==> src/rtl/stg_pipe_buf.sv <==
// stg_pipe_buf: DEPTH-entry valid/ready FIFO used as an inter-stage pipeline buffer.
// Every output comes from a register, so no combinational path runs from the
// downstream ready to the upstream ready, and none runs from upstream data to the output.
// Optional macro STG_PIPE_PERF_EN adds saturating stall/flush event counters.
module stg_pipe_buf #(
  parameter int unsigned  DATA_W = 64,
  parameter int unsigned  DEPTH  = 2,
  localparam int unsigned CNT_W  = $clog2(DEPTH + 1)
) (
  input  logic              iw_clk,
  input  logic              iw_rst_n,
  input  logic              iw_in_valid,
  output logic              ow_in_ready,
  input  logic [DATA_W-1:0] iw_in_data,
  output logic              ow_out_valid,
  input  logic              iw_out_ready,
  output logic [DATA_W-1:0] ow_out_data,
  input  logic              iw_flush,
  output logic [CNT_W-1:0]  ow_count
`ifdef STG_PIPE_PERF_EN
  ,
  output logic [31:0]       ow_stall_cnt,
  output logic [31:0]       ow_flush_cnt
`endif
);

  localparam int unsigned    PTR_W    = (DEPTH > 1) ? $clog2(DEPTH) : 1;
  localparam logic [PTR_W-1:0] PTR_LAST = PTR_W'(DEPTH - 1);
  localparam logic [CNT_W-1:0] CNT_FULL = CNT_W'(DEPTH);

  logic [DATA_W-1:0] mem_q [DEPTH];

  logic [PTR_W-1:0]  wr_ptr_q, wr_ptr_d;
  logic [PTR_W-1:0]  rd_ptr_q, rd_ptr_d;
  logic [CNT_W-1:0]  count_q, count_d;
  logic              in_ready_q, in_ready_d;
  logic              out_valid_q, out_valid_d;
  logic [DATA_W-1:0] out_data_q, out_data_d;

  logic push_c;
  logic pop_c;

  // Handshake qualification; flush overrides both push and pop.
  assign push_c = iw_in_valid & in_ready_q & ~iw_flush;
  assign pop_c  = out_valid_q & iw_out_ready & ~iw_flush;

  function automatic logic [PTR_W-1:0] ptr_inc(input logic [PTR_W-1:0] p);
    return (p == PTR_LAST) ? '0 : p + PTR_W'(1);
  endfunction

  // Next pointers, occupancy, and the pre-computed registered head/flags.
  always_comb begin
    wr_ptr_d    = wr_ptr_q;
    rd_ptr_d    = rd_ptr_q;
    count_d     = count_q;
    in_ready_d  = in_ready_q;
    out_valid_d = out_valid_q;
    out_data_d  = out_data_q;

    if (iw_flush) begin
      wr_ptr_d = '0;
      rd_ptr_d = '0;
      count_d  = '0;
    end else begin
      if (push_c) wr_ptr_d = ptr_inc(wr_ptr_q);
      if (pop_c)  rd_ptr_d = ptr_inc(rd_ptr_q);
      if (push_c && !pop_c)      count_d = count_q + CNT_W'(1);
      else if (!push_c && pop_c) count_d = count_q - CNT_W'(1);
    end

    in_ready_d  = (count_d != CNT_FULL);
    out_valid_d = (count_d != '0);

    // The new head comes from the slot being written this cycle only when
    // the buffer would otherwise hold no older entry.
    if (count_d == '0)
      out_data_d = '0;
    else if (push_c && (rd_ptr_d == wr_ptr_q))
      out_data_d = iw_in_data;
    else
      out_data_d = mem_q[rd_ptr_d];
  end

  // Control and output registers.
  always_ff @(posedge iw_clk or negedge iw_rst_n) begin
    if (!iw_rst_n) begin
      wr_ptr_q    <= '0;
      rd_ptr_q    <= '0;
      count_q     <= '0;
      in_ready_q  <= 1'b1;
      out_valid_q <= 1'b0;
      out_data_q  <= '0;
    end else begin
      wr_ptr_q    <= wr_ptr_d;
      rd_ptr_q    <= rd_ptr_d;
      count_q     <= count_d;
      in_ready_q  <= in_ready_d;
      out_valid_q <= out_valid_d;
      out_data_q  <= out_data_d;
    end
  end

  // Storage array; left unreset because the head register masks stale slots.
  always_ff @(posedge iw_clk) begin
    if (push_c) mem_q[wr_ptr_q] <= iw_in_data;
  end

  assign ow_in_ready  = in_ready_q;
  assign ow_out_valid = out_valid_q;
  assign ow_out_data  = out_data_q;
  assign ow_count     = count_q;

`ifdef STG_PIPE_PERF_EN
  logic [31:0] stall_cnt_q, stall_cnt_d;
  logic [31:0] flush_cnt_q, flush_cnt_d;
  logic        stall_ev_c;
  logic        flush_ev_c;

  assign stall_ev_c = out_valid_q & ~iw_out_ready & ~iw_flush;
  assign flush_ev_c = iw_flush & (out_valid_q | iw_in_valid);

  // Saturating event counters.
  always_comb begin
    stall_cnt_d = stall_cnt_q;
    flush_cnt_d = flush_cnt_q;
    if (stall_ev_c && (stall_cnt_q != 32'hFFFF_FFFF)) stall_cnt_d = stall_cnt_q + 32'd1;
    if (flush_ev_c && (flush_cnt_q != 32'hFFFF_FFFF)) flush_cnt_d = flush_cnt_q + 32'd1;
  end

  // Counter registers.
  always_ff @(posedge iw_clk or negedge iw_rst_n) begin
    if (!iw_rst_n) begin
      stall_cnt_q <= '0;
      flush_cnt_q <= '0;
    end else begin
      stall_cnt_q <= stall_cnt_d;
      flush_cnt_q <= flush_cnt_d;
    end
  end

  assign ow_stall_cnt = stall_cnt_q;
  assign ow_flush_cnt = flush_cnt_q;
`endif

endmodule

==> config.mk <==
export PLATFORM = sky130hd
export DESIGN_NAME = stg_pipe_buf
export DESIGN_NICKNAME = d
export VERILOG_FILES = /design/src/rtl/stg_pipe_buf.sv
export SDC_FILE = /design/constraint.sdc
export NUM_CORES = 1
export LEC_CHECK = 0
export ABC_AREA = 1
export ABC_CLOCK_PERIOD_IN_PS = 3000
export CAP_MARGIN = 20
export CORE_UTILIZATION = 40
export CTS_CLUSTER_DIAMETER = 30
export CTS_CLUSTER_SIZE = 28
export DETAILED_ROUTE_END_ITERATION = 16
export PLACE_DENSITY = 0.74
export SLEW_MARGIN = 20
export SYNTH_ARGS = -nofsm -noshare
export SYNTH_HDL_FRONTEND = slang
export SYNTH_SLANG_ARGS = --single-unit
export TNS_END_PERCENT = 30
==> constraint.sdc <==
create_clock -name iw_clk -period 3 [get_ports iw_clk]
set_clock_uncertainty 0.15 [all_clocks]
set_input_delay 0.6 -clock iw_clk [delete_from_list [all_inputs] [get_ports iw_clk]]
set_output_delay 0.6 -clock iw_clk [all_outputs]
set_load 0.03 [all_outputs]
Word level (Yosys, flattened, before mapping)
Memory sizes are Yosys's and may differ from the RTL's.
Index checks and enable logic that the tools add are counted.
Operators by class
  add/sub/neg operators: 4
  equal/unequal tests: 2
  multiplexer cells: 13
  bitwise operators: 5
  reductions and logical operators: 8
Operators with widths (number)
  2-to-1 mux 64 bit: 2
  2-to-1 mux 1 bit: 8
  2-to-1 mux 2 bit: 3
  bitwise AND 1 bit: 4
  nonzero test 2 bit: 2
  logical AND 1 bit: 3
  adder 1 bit (second input constant): 2
  adder 2 x 1 -> 2 bit (second input constant): 1
  zero test 1 bit: 2
  zero test 2 bit: 1
  inequality test 2 bit (second input constant): 1
  subtractor 2 x 1 -> 2 bit (second input constant): 1
  == test 1 bit: 1
  inverter 1 bit: 1
Word-level totals
  register bits after elaboration: 70
  bits in writable memories: 128
  output and inout bits: 68
  word-level logic and storage cells: 39
  memories kept: 1
Memory list
  mem_q: words 2, bits a word 64, read ports 1, clocked after memory_dff 0, write ports 1, RTL line 31  | logic [DATA_W-1:0] mem_q [DEPTH];

Depth between registers and ports, before layout
  word-level depth: 9
  mapped depth: 12
  mapped depth without buffers: 10

Worst setup path after synthesis
No wires, ideal clock.
  path kind: reg-to-reg
  start: register in_ready_q (netlist: ow_in_ready)
  end: memory mem_q[0][0], enable pin
  setup time: 0.418 ns
  arrival: 2.197 ns
  slack: 0.234 ns
  stages on the path, launching flop included: 5
  buffers on the path: 0
  cell sequence: dfstp_2 nand2_1 nor2_2 nand2_1 inv_1
On the way
  cells in the longest elaborated chain, start to end: 4
Ends and longest elaborated chain
  from (decl): RTL line 36  | logic in_ready_q, in_ready_d;
  from (signal assigned): RTL line 97  | in_ready_q <= in_ready_d;
  bitwise AND 1 bit (2 in series): RTL line 44  | assign push_c = iw_in_valid & in_ready_q & ~iw_flush;
  2-to-1 mux 1 bit: RTL line 105  | if (push_c) mem_q[wr_ptr_q] <= iw_in_data;
  2-to-1 mux 1 bit (implied by the code): RTL line 105
  to (decl): RTL line 31
No other way between the ends.

Worst setup path after layout
  start: register in_ready_q (netlist: ow_in_ready)
  end: output ow_in_ready
RTL lines
  to (decl): RTL line 13  | output logic ow_in_ready,
No word-level cell between the ends.

==> flow_metrics.env <==
export IMPL_arrival_ps=1640
export IMPL_crit_path_top_delay_cell="clkdlybuf4s50_1"
export IMPL_path_buf_inv=1
export IMPL_path_cells="clkdlybuf4s50_1"
export IMPL_period_share_pct=79.5
export IMPL_setup_tns_ps=0
export IMPL_rsz0062_at_grt="false"
export IMPL_path_max_fanout=3
export IMPL_vias=5514
export IMPL_grt_first_pass_wirelength_um=27400
export IMPL_clk_latency_ps=420
export IMPL_rows=51
export IMPL_hold_viol=0
export IMPL_drive_above_1_share_pct=12.8
export IMPL_grt_max_degree=71
export IMPL_slew_viol_final=0
export IMPL_yosys_warnings=0
export IMPL_syn_num_nets=859
export IMPL_min_period_ps=2390
export IMPL_hp_class="input pin to async pin"
export IMPL_crit_path_start_kind="flop"
export IMPL_cts_tree="yes"
export IMPL_max_slew_margin_rel_pct=36.5
export IMPL_fmax_mhz=419
export IMPL_async_flop_share_pct=35.4
export IMPL_ys_flop_type="edfxtp_1"
export IMPL_first_pass_iters=4
export IMPL_syn_area_um2=8170
export IMPL_root_buffer="clkbuf_16"
export IMPL_syn_inst=790
export IMPL_path_clk_slew_ps=70
export IMPL_numCtsBuffers=17
export IMPL_vias_per_cell=4.60
export IMPL_yosysMostFrequentCell="nand2_1"
export IMPL_crit_type="flop to output pin"
export IMPL_required_ps=2250
export IMPL_grt_pass1_vias=5358
export IMPL_crit_family="buffers and inverters"
export IMPL_antenna_cells=0
export IMPL_wl_per_cell_um=14.3
export IMPL_finalNetCount=989
export IMPL_cts_buffer_depth=2
export IMPL_synth_edf_count=128
export IMPL_cts_max_level=4
export IMPL_numPortBuffers=136
export IMPL_cts_resized_gates=0
export IMPL_yosysTopAreaCell="edfxtp_1"
export IMPL_power_density_nw_per_um2=659
export IMPL_fp_dieArea_um2=21000
export IMPL_remaining_drc_errors=0
export IMPL_routabilityCongestion=0.772
export IMPL_synth_cell_types=17
export IMPL_area_growth_pct=27.4
export IMPL_synth_area_leaders="edfxtp_1 47%, dfrtp_1 21%, nand2_1 17%"
export IMPL_cts_setup_buffers=0
export IMPL_die_w_um=145
export IMPL_drtIter0Drc=274
export IMPL_ys_seq_elements=198
export IMPL_hpwl_um=10200
export IMPL_worst_pin_slew_ps=953
export IMPL_max_stage_delay_ps=670
export IMPL_fin_util_pct=52.8
export IMPL_status="finished clean"
export IMPL_start_util_pct=41.4
export IMPL_worst_setup_path_end_kind="output pin"
export IMPL_cts_sinks=198
export IMPL_die_height_um=145
export IMPL_grt_ovfl_total=0
export IMPL_avgSynthCellArea_um2=10.3
export IMPL_ctsHoldBuffers=0
export IMPL_p_leak_nw=4.85
export IMPL_antenna_found_initial=0
export IMPL_peakVddDrop_mv=0.399
export IMPL_seq_area_frac_synth_pct=68.5
export IMPL_netlist_top_cells_count="372 x nand2_1, 128 x edfxtp_1, 70 x nand3_1"
export IMPL_grt_usage_pct=17.6
export IMPL_boundaryPins=137
export IMPL_core_area_um2=19700
export IMPL_maxCapViolations=0
export IMPL_synth_top_area_share_pct=47.1
export IMPL_setup_viol=0
export IMPL_drtAntennaViolNets=0
export IMPL_drt_wl_total_um=17100
-- worst reg2reg max path, delay by kind of cell (launching register included) --
| kind | cells | cell delay, ps |
|---|---|---|
| buffers and inverters | 2 | 360 |
| flip-flops | 1 | 550 |
| AND/OR/NAND/NOR | 7 | 980 |
-- through the flow --
stage	power (mW)	cell area [um^2]	instances	worst slack (ps)	hold WS (ps)
after floorplan	4.11	8170	790	234	154
after global placement	4.60	9800	1166	330	380
after detailed placement	4.62	9800	1166	294	390
after CTS	6.94	10400	1198	590	213
after global routing	7.19	10400	1198	494	258
final	6.86	10400	1198	615	173
-- per-layer routing --
layer / GRT usage [%] / routed length [um]
met4: 5.71 / 235
met2: 29.2 / 8330
met5: 0 / 0
met1: 22.8 / 7510
met3: 4.11 / 1060
-- flip-flops by register name, summed over array words and instances, names as in the netlist --
name / count
wr_ptr_q: 1
ow_in_ready: 1
ow_out_data: 64
mem_q: 128
ow_out_valid: 1
ow_count: 2
rd_ptr_q: 1
-- final timing paths --
kind / slack, ps / cells after the start / end / start
max: 610 / 1 / ow_in_ready / ow_in_ready$_DFF_PN1_
min: 170 / 1 / ow_out_data[2]$_DFF_PN0_ / iw_rst_n
max reg2reg: 920 / 9 / ow_out_data[48]$_DFF_PN0_ / ow_in_ready$_DFF_PN1_
min reg2reg: 410 / 2 / wr_ptr_q$_DFFE_PN0P_ / wr_ptr_q$_DFFE_PN0P_
max in group asynchronous: 1910 / 1 / ow_out_data[19]$_DFF_PN0_ / iw_rst_n
min in group iw_clk: 410 / 2 / wr_ptr_q$_DFFE_PN0P_ / wr_ptr_q$_DFFE_PN0P_
-- power by group --
part,internal [mW],switching (mW),total [mW]
logic,0.508,0.883,1.39
clock network,1.36,0.954,2.31
registers,3.10,0.0553,3.16
total,4.97,1.89,6.86
-- cell type report --
type | count | area [um^2]
Fill cell | 1713 | 9310
Clock inverter | 11 | 150
Multi-Input combinational cell | 478 | 2010
Timing Repair Buffer | 152 | 1580
Sequential cell | 198 | 5600
Inverter | 73 | 277
Tap cell | 265 | 332
Clock buffer | 21 | 460
-- cells by family after synthesis --
| family | Yosys count | share of synthesized area, % |
|---|---|---|
| buffers and inverters | 114 | 7.28 |
| flip-flops | 198 | 68.5 |
| AND/OR/NAND/NOR | 478 | 24.2 |
-- cells in the final DEF (no fill, tap or decap) --
| master | count |
|---|---|
| clkbuf_8 | 2 |
| edfxtp_1 | 128 |
| buf_12 | 8 |
| clkinv_1 | 1 |
| nand2_4 | 1 |
| nand3_2 | 1 |
| buf_4 | 9 |
| inv_1 | 39 |
| dfrtp_1 | 69 |
| nand4_1 | 1 |
| clkdlybuf4s50_1 | 135 |
| clkinvlp_4 | 4 |
| nand2_1 | 370 |
| nand3_1 | 68 |
| nand2_2 | 32 |
| nand3b_1 | 1 |
| inv_2 | 32 |
| clkbuf_16 | 17 |
| nand3_4 | 2 |
| dfstp_2 | 1 |
| clkinv_2 | 2 |
| nor2_2 | 2 |
| bufinv_16 | 3 |
| clkbuf_1 | 2 |
| clkinv_4 | 3 |
Note: power is estimated with default switching activity, not from simulation.
